[src/rtl/uart_rx_fifo.sv]
// uart_rx_fifo: receive-byte FIFO between the UART rx path and the CPU IO read mux, with registered io_dout.
// Optional: define UART_RX_FIFO_LEVEL_EN to expose the fill level at LEVEL_ADDR.
module uart_rx_fifo #(
  parameter int unsigned DEPTH_LOG2 = 4,
  parameter logic [7:0]  DATA_ADDR  = 8'h80,
  parameter logic [7:0]  STAT_ADDR  = 8'h83,
  parameter logic [7:0]  LEVEL_ADDR = 8'h84
) (
  input  logic       clk,
  input  logic       reset,
  input  logic       rx_valid,
  input  logic [7:0] rx_data,
  input  logic       tx_busy,
  input  logic [7:0] cpu_addr,
  input  logic       cpu_io,
  input  logic       cpu_rd,
  output logic [7:0] io_dout,
  output logic       rx_not_empty,
  output logic       rx_overflow
);
  localparam int unsigned DEPTH = 1 << DEPTH_LOG2;
  localparam logic [DEPTH_LOG2:0] FULL_CNT = {1'b1, {DEPTH_LOG2{1'b0}}};

  logic [7:0]            mem_q [DEPTH];
  logic [DEPTH_LOG2-1:0] wptr_q, wptr_d, rptr_q, rptr_d;
  logic [DEPTH_LOG2:0]   count_q, count_d;
  logic [7:0]            dout_q, dout_d;
  logic                  ovf_q, ovf_d;
  logic                  rd_prev_q, rd_prev_d;
  logic                  full, empty, rd_edge, pop, push, drop, clr;

  always_comb begin
    full      = (count_q == FULL_CNT);
    empty     = (count_q == '0);
    // One action per CPU read, regardless of how long the strobe is held.
    rd_edge   = cpu_rd & cpu_io & ~rd_prev_q;
    rd_prev_d = cpu_rd & cpu_io;
    pop       = rd_edge & (cpu_addr == DATA_ADDR) & ~empty;
    clr       = rd_edge & (cpu_addr == STAT_ADDR);
    // A same-cycle pop frees the slot, so a push while full is still accepted.
    push      = rx_valid & (~full | pop);
    drop      = rx_valid & full & ~pop;
    wptr_d    = push ? wptr_q + 1'b1 : wptr_q;
    rptr_d    = pop  ? rptr_q + 1'b1 : rptr_q;
    count_d   = count_q + (DEPTH_LOG2+1)'(push) - (DEPTH_LOG2+1)'(pop);
    ovf_d     = drop | (ovf_q & ~clr);

    dout_d = dout_q;
    if (cpu_io) begin
      if (cpu_addr == DATA_ADDR) begin
        dout_d = empty ? 8'h00 : mem_q[rptr_q];
      end else if (cpu_addr == STAT_ADDR) begin
        dout_d = {ovf_q, full, 1'b0, ~empty, 3'b000, tx_busy};
`ifdef UART_RX_FIFO_LEVEL_EN
      end else if (cpu_addr == LEVEL_ADDR) begin
        dout_d = 8'(count_q);
`else
      end else if (cpu_addr == LEVEL_ADDR) begin
        dout_d = dout_q;
`endif
      end
    end
  end

  always_ff @(posedge clk or posedge reset) begin
    if (reset) begin
      wptr_q    <= '0;
      rptr_q    <= '0;
      count_q   <= '0;
      dout_q    <= 8'h00;
      ovf_q     <= 1'b0;
      rd_prev_q <= 1'b0;
    end else begin
      wptr_q    <= wptr_d;
      rptr_q    <= rptr_d;
      count_q   <= count_d;
      dout_q    <= dout_d;
      ovf_q     <= ovf_d;
      rd_prev_q <= rd_prev_d;
    end
  end

  // Storage is deliberately not reset; count/pointers define validity.
  always_ff @(posedge clk) begin
    if (push) mem_q[wptr_q] <= rx_data;
  end

  assign io_dout      = dout_q;
  assign rx_not_empty = ~empty;
  assign rx_overflow  = ovf_q;
endmodule

[config.mk]
export PLATFORM = sky130hd
export DESIGN_NAME = uart_rx_fifo
export DESIGN_NICKNAME = d
export VERILOG_FILES = /design/src/rtl/uart_rx_fifo.sv
export SDC_FILE = /design/constraint.sdc
export NUM_CORES = 1
export LEC_CHECK = 0
export CAP_MARGIN = 20
export CORE_MARGIN = 2
export CORE_UTILIZATION = 35
export DETAILED_ROUTE_END_ITERATION = 10
export PLACE_DENSITY = 0.61
export SLEW_MARGIN = 20
export SYNTH_ARGS = -nofsm -noshare
export SYNTH_HDL_FRONTEND = slang
export SYNTH_SLANG_ARGS = --single-unit
[constraint.sdc]
create_clock -name clk -period 2.45 [get_ports clk]
set_clock_uncertainty 0.15 [all_clocks]
set_input_delay 0.49 -clock clk [delete_from_list [all_inputs] [get_ports clk]]
set_output_delay 0.49 -clock clk [all_outputs]
set_load 0.03 [all_outputs]
==> results.sh <==
export IMPL_status="complete, but fails checks"
export IMPL_violations="negative setup slack"
export IMPL_seq_area_frac_synth_pct=70.2
export IMPL_switching_power_mw=2.06
export IMPL_die_h_um=138
export IMPL_place_inst=635
export IMPL_yosys_top_cells_count="edfxtp_1, mux4_2, dfrtp_1"
export IMPL_worstPathCellList="clkdlybuf4s15_1, or4b_4, nor4b_4, o21ai_2, ha_4, inv_4, ha_4, fa_2, buf_4, buf_4, xor2_1"
export IMPL_synth_cell_types=50
export IMPL_use_met3_pct=2.87
export IMPL_core_sq_um=17800
export IMPL_syn_inst=337
export IMPL_endpoint_kind="register"
export IMPL_drc=0
export IMPL_post_route_util_pct=46.5
export IMPL_drv_cap=0
export IMPL_hold_viol=0
export IMPL_dieWidth_um=138
export IMPL_drt_iter0_markers=226
export IMPL_start_util_pct=35.4
export IMPL_io_pins=32
export IMPL_grt_pass1_wl_mm=20.3
export IMPL_synth_edf_count=128
export IMPL_whs_ps=270
export IMPL_grt_use_met1_pct=18.2
export IMPL_reg2reg_from="count_q[2]"
export IMPL_area_growth_pct=31.2
export IMPL_power_density_nw_per_um2=903
export IMPL_die_area_sq_um=19100
export IMPL_ir_drop_mv=0.418
export IMPL_synth_top_area_share_pct=61.0
export IMPL_antenna_left=0
export IMPL_cts_buffer_depth=2
export IMPL_grt_usage_pct=14.0
export IMPL_synth_area_leaders="edfxtp_1, mux4_2, dfrtp_1, ha_1, nor2_1"
export IMPL_rsz0062_at_grt="true"
export IMPL_grt_start_max_net_pins=30
export IMPL_fin_cells=676
export IMPL_fin_crit_ps=2690
export IMPL_ys_flop_type="edfxtp_1"
export IMPL_yosysMostFrequentCell="edfxtp_1"
export IMPL_timing_rr_end="count_q[2]"
export IMPL_finalMaxSlewViolations=0
export IMPL_antennaDiodeCount=0
export IMPL_htreeDepth=4
export IMPL_p_leak_nw=2.80
export IMPL_grt_remaining_overflow=0
export IMPL_drive_gt1_share_pct=38.3
export IMPL_slew_headroom_pct=62.6
export IMPL_crit_slowest_cell="or4b_4"
export IMPL_first_pass_iters=4
export IMPL_vias=3419
export IMPL_r2r_cells=13
export IMPL_worstSetupPathType="in -> reg"
export IMPL_gp_congestion=0.770
export IMPL_busiest_layer="met2"
export IMPL_pwr_share_clk_pct=34.4
export IMPL_drt_wirelength_per_cell_um=18.7
export IMPL_clock_latency_ps=410
export IMPL_place_hpwl_mm=8.50
export IMPL_required_ps=2600
export IMPL_ys_ff_latch=151
export IMPL_max_stage_delay_ps=540
export IMPL_worst_pin_slew_ps=559
export IMPL_vias_per_cell=5.06
export IMPL_fin_setup_tns_ps=-483
export IMPL_critPathMaxFanout=2
export IMPL_yosys_warnings=0
export IMPL_cts_root_buf="clkbuf_16"
export IMPL_arrival_ps=2840
export IMPL_cts_clk_slew_worst_paths_ps=70
export IMPL_grt_use_met2_pct=23.6
export IMPL_max_freq_ghz=0.371
export IMPL_cts_sinks=151
export IMPL_yosys_area_top_type="edfxtp_1"
export IMPL_grt_antenna_before_repair=0
export IMPL_cts_buffers=17
export IMPL_combPwrFrac_pct=21.8
export IMPL_synth_nets=371
export IMPL_p_int_mw=5.40
export IMPL_syn_cell_area_sq_um=6300
export IMPL_r2r_slack_ps=-220
export IMPL_holdCritPathClass="in -> async"
export IMPL_grt_pass1_vias=3543
export IMPL_nets=468
export IMPL_cts_tree="built"
export IMPL_setup_ws_ps=-244
export IMPL_cp_start_kind="input pin"
export IMPL_numPortBuffers=31
export IMPL_power_frac_seq_pct=43.9
export IMPL_wl_mm=12.6
export IMPL_min_period_over_period_pct=110
export IMPL_finalSetupViolations=3
export IMPL_rows=49
export IMPL_syn_area_per_cell_sq_um=18.7
export IMPL_power_switching_share_pct=27.7
export IMPL_ys_async_sr_fraction_pct=15.2
export IMPL_finalPower_mw=7.46
metal layers:
layer / part of all wire (%) / vias up
met1: 44 / 1792
met5: 0 / -
met3: 4.0 / 7
met4: 0.75 / 0
li1: - / 1542
met2: 51 / 78
logic make-up (layout without fill, tap and decap cells):
group	count (synthesis)	count (layout)	synth area share (%)
compound gates	34	34	4.31
buf+inv	28	138	2.11
xor+xnor	11	11	1.65
simple gates	59	59	5.80
flops	151	151	70.2
mux	42	42	13.5
fa+ha+maj	12	12	2.50
cell usage in the layout, fill, tap and decap left out, types with 5 or more instances in the layout:
cell type	synthesis	final
edfxtp_1	128	128
buf_4	1	44
mux4_2	34	34
clkdlybuf4s50_1	0	24
dfrtp_1	23	23
clkbuf_16	0	17
buf_12	0	17
inv_1	13	9
nor2_1	21	8
nand2_1	8	8
xnor2_1	7	7
nor2_4	0	7
ha_1	11	7
nor2_2	0	6
mux2i_1	6	6
a22oi_1	5	5
o21ai_0	5	5
a22o_1	5	5
through the flow:
step / setup WS (ps) / instance area, sq um
3_3_place_gp: -880 / 7560
3_5_place_dp: -899 / 7560
6_report: -244 / 8270
2_1_floorplan: -438 / 6430
5_1_grt: -365 / 8270
4_1_cts: -327 / 8200
worst max-delay path by stage:
stage | end | start
floorplan | count_q[4] | cpu_addr[0]
global placement | count_q[4] | cpu_addr[0]
detailed placement | count_q[4] | cpu_addr[0]
CTS | count_q[4] | count_q[2]
global route | count_q[4] | count_q[2]
finish | count_q[2] | cpu_addr[1]
repair_timing:
item / CTS / global route
pin swaps: 14 / 13
resized for setup: 18 / 11
setup endpoints to repair: 133 / 125
hold buffers: 0 / 0
setup buffers: 5 / 8
power groups by stage:
stage               Clock, mW  Combinational [mW]  Sequential (mW)
finish                   2.56                1.62             3.27
global route             2.73                1.77             3.31
CTS                      2.62                1.57             3.28
detailed placement          0                1.50             3.32
global placement            0                1.46             3.30
floorplan                   0               0.839             3.29
state kept, by name (all words and copies together) (netlist names):
| signal | count |
|---|---|
| rd_prev_q | 1 |
| wptr_q | 4 |
| rx_overflow | 1 |
| io_dout | 8 |
| count_q | 5 |
| mem_q | 128 |
| rptr_q | 4 |
final cells by class:
class	instances	area [sq um]
inverters	13	51.3
fillers	1469	9510
flip-flops and latches	151	4420
clock buffers	18	439
well taps	229	287
clock inverters	14	155
repair buffers	93	988
multi-input cells	158	1930
critical path, delay by kind of cell:
family / cells / cell delay, ps
AO/OA/AOI/OAI: 1 / 110
XOR/XNOR: 1 / 130
adder cells (fa/ha/maj): 3 / 770
buffers and inverters: 4 / 480
AND/OR/NAND/NOR: 2 / 860
No activity file was read; power rests on OpenSTA's default activity.
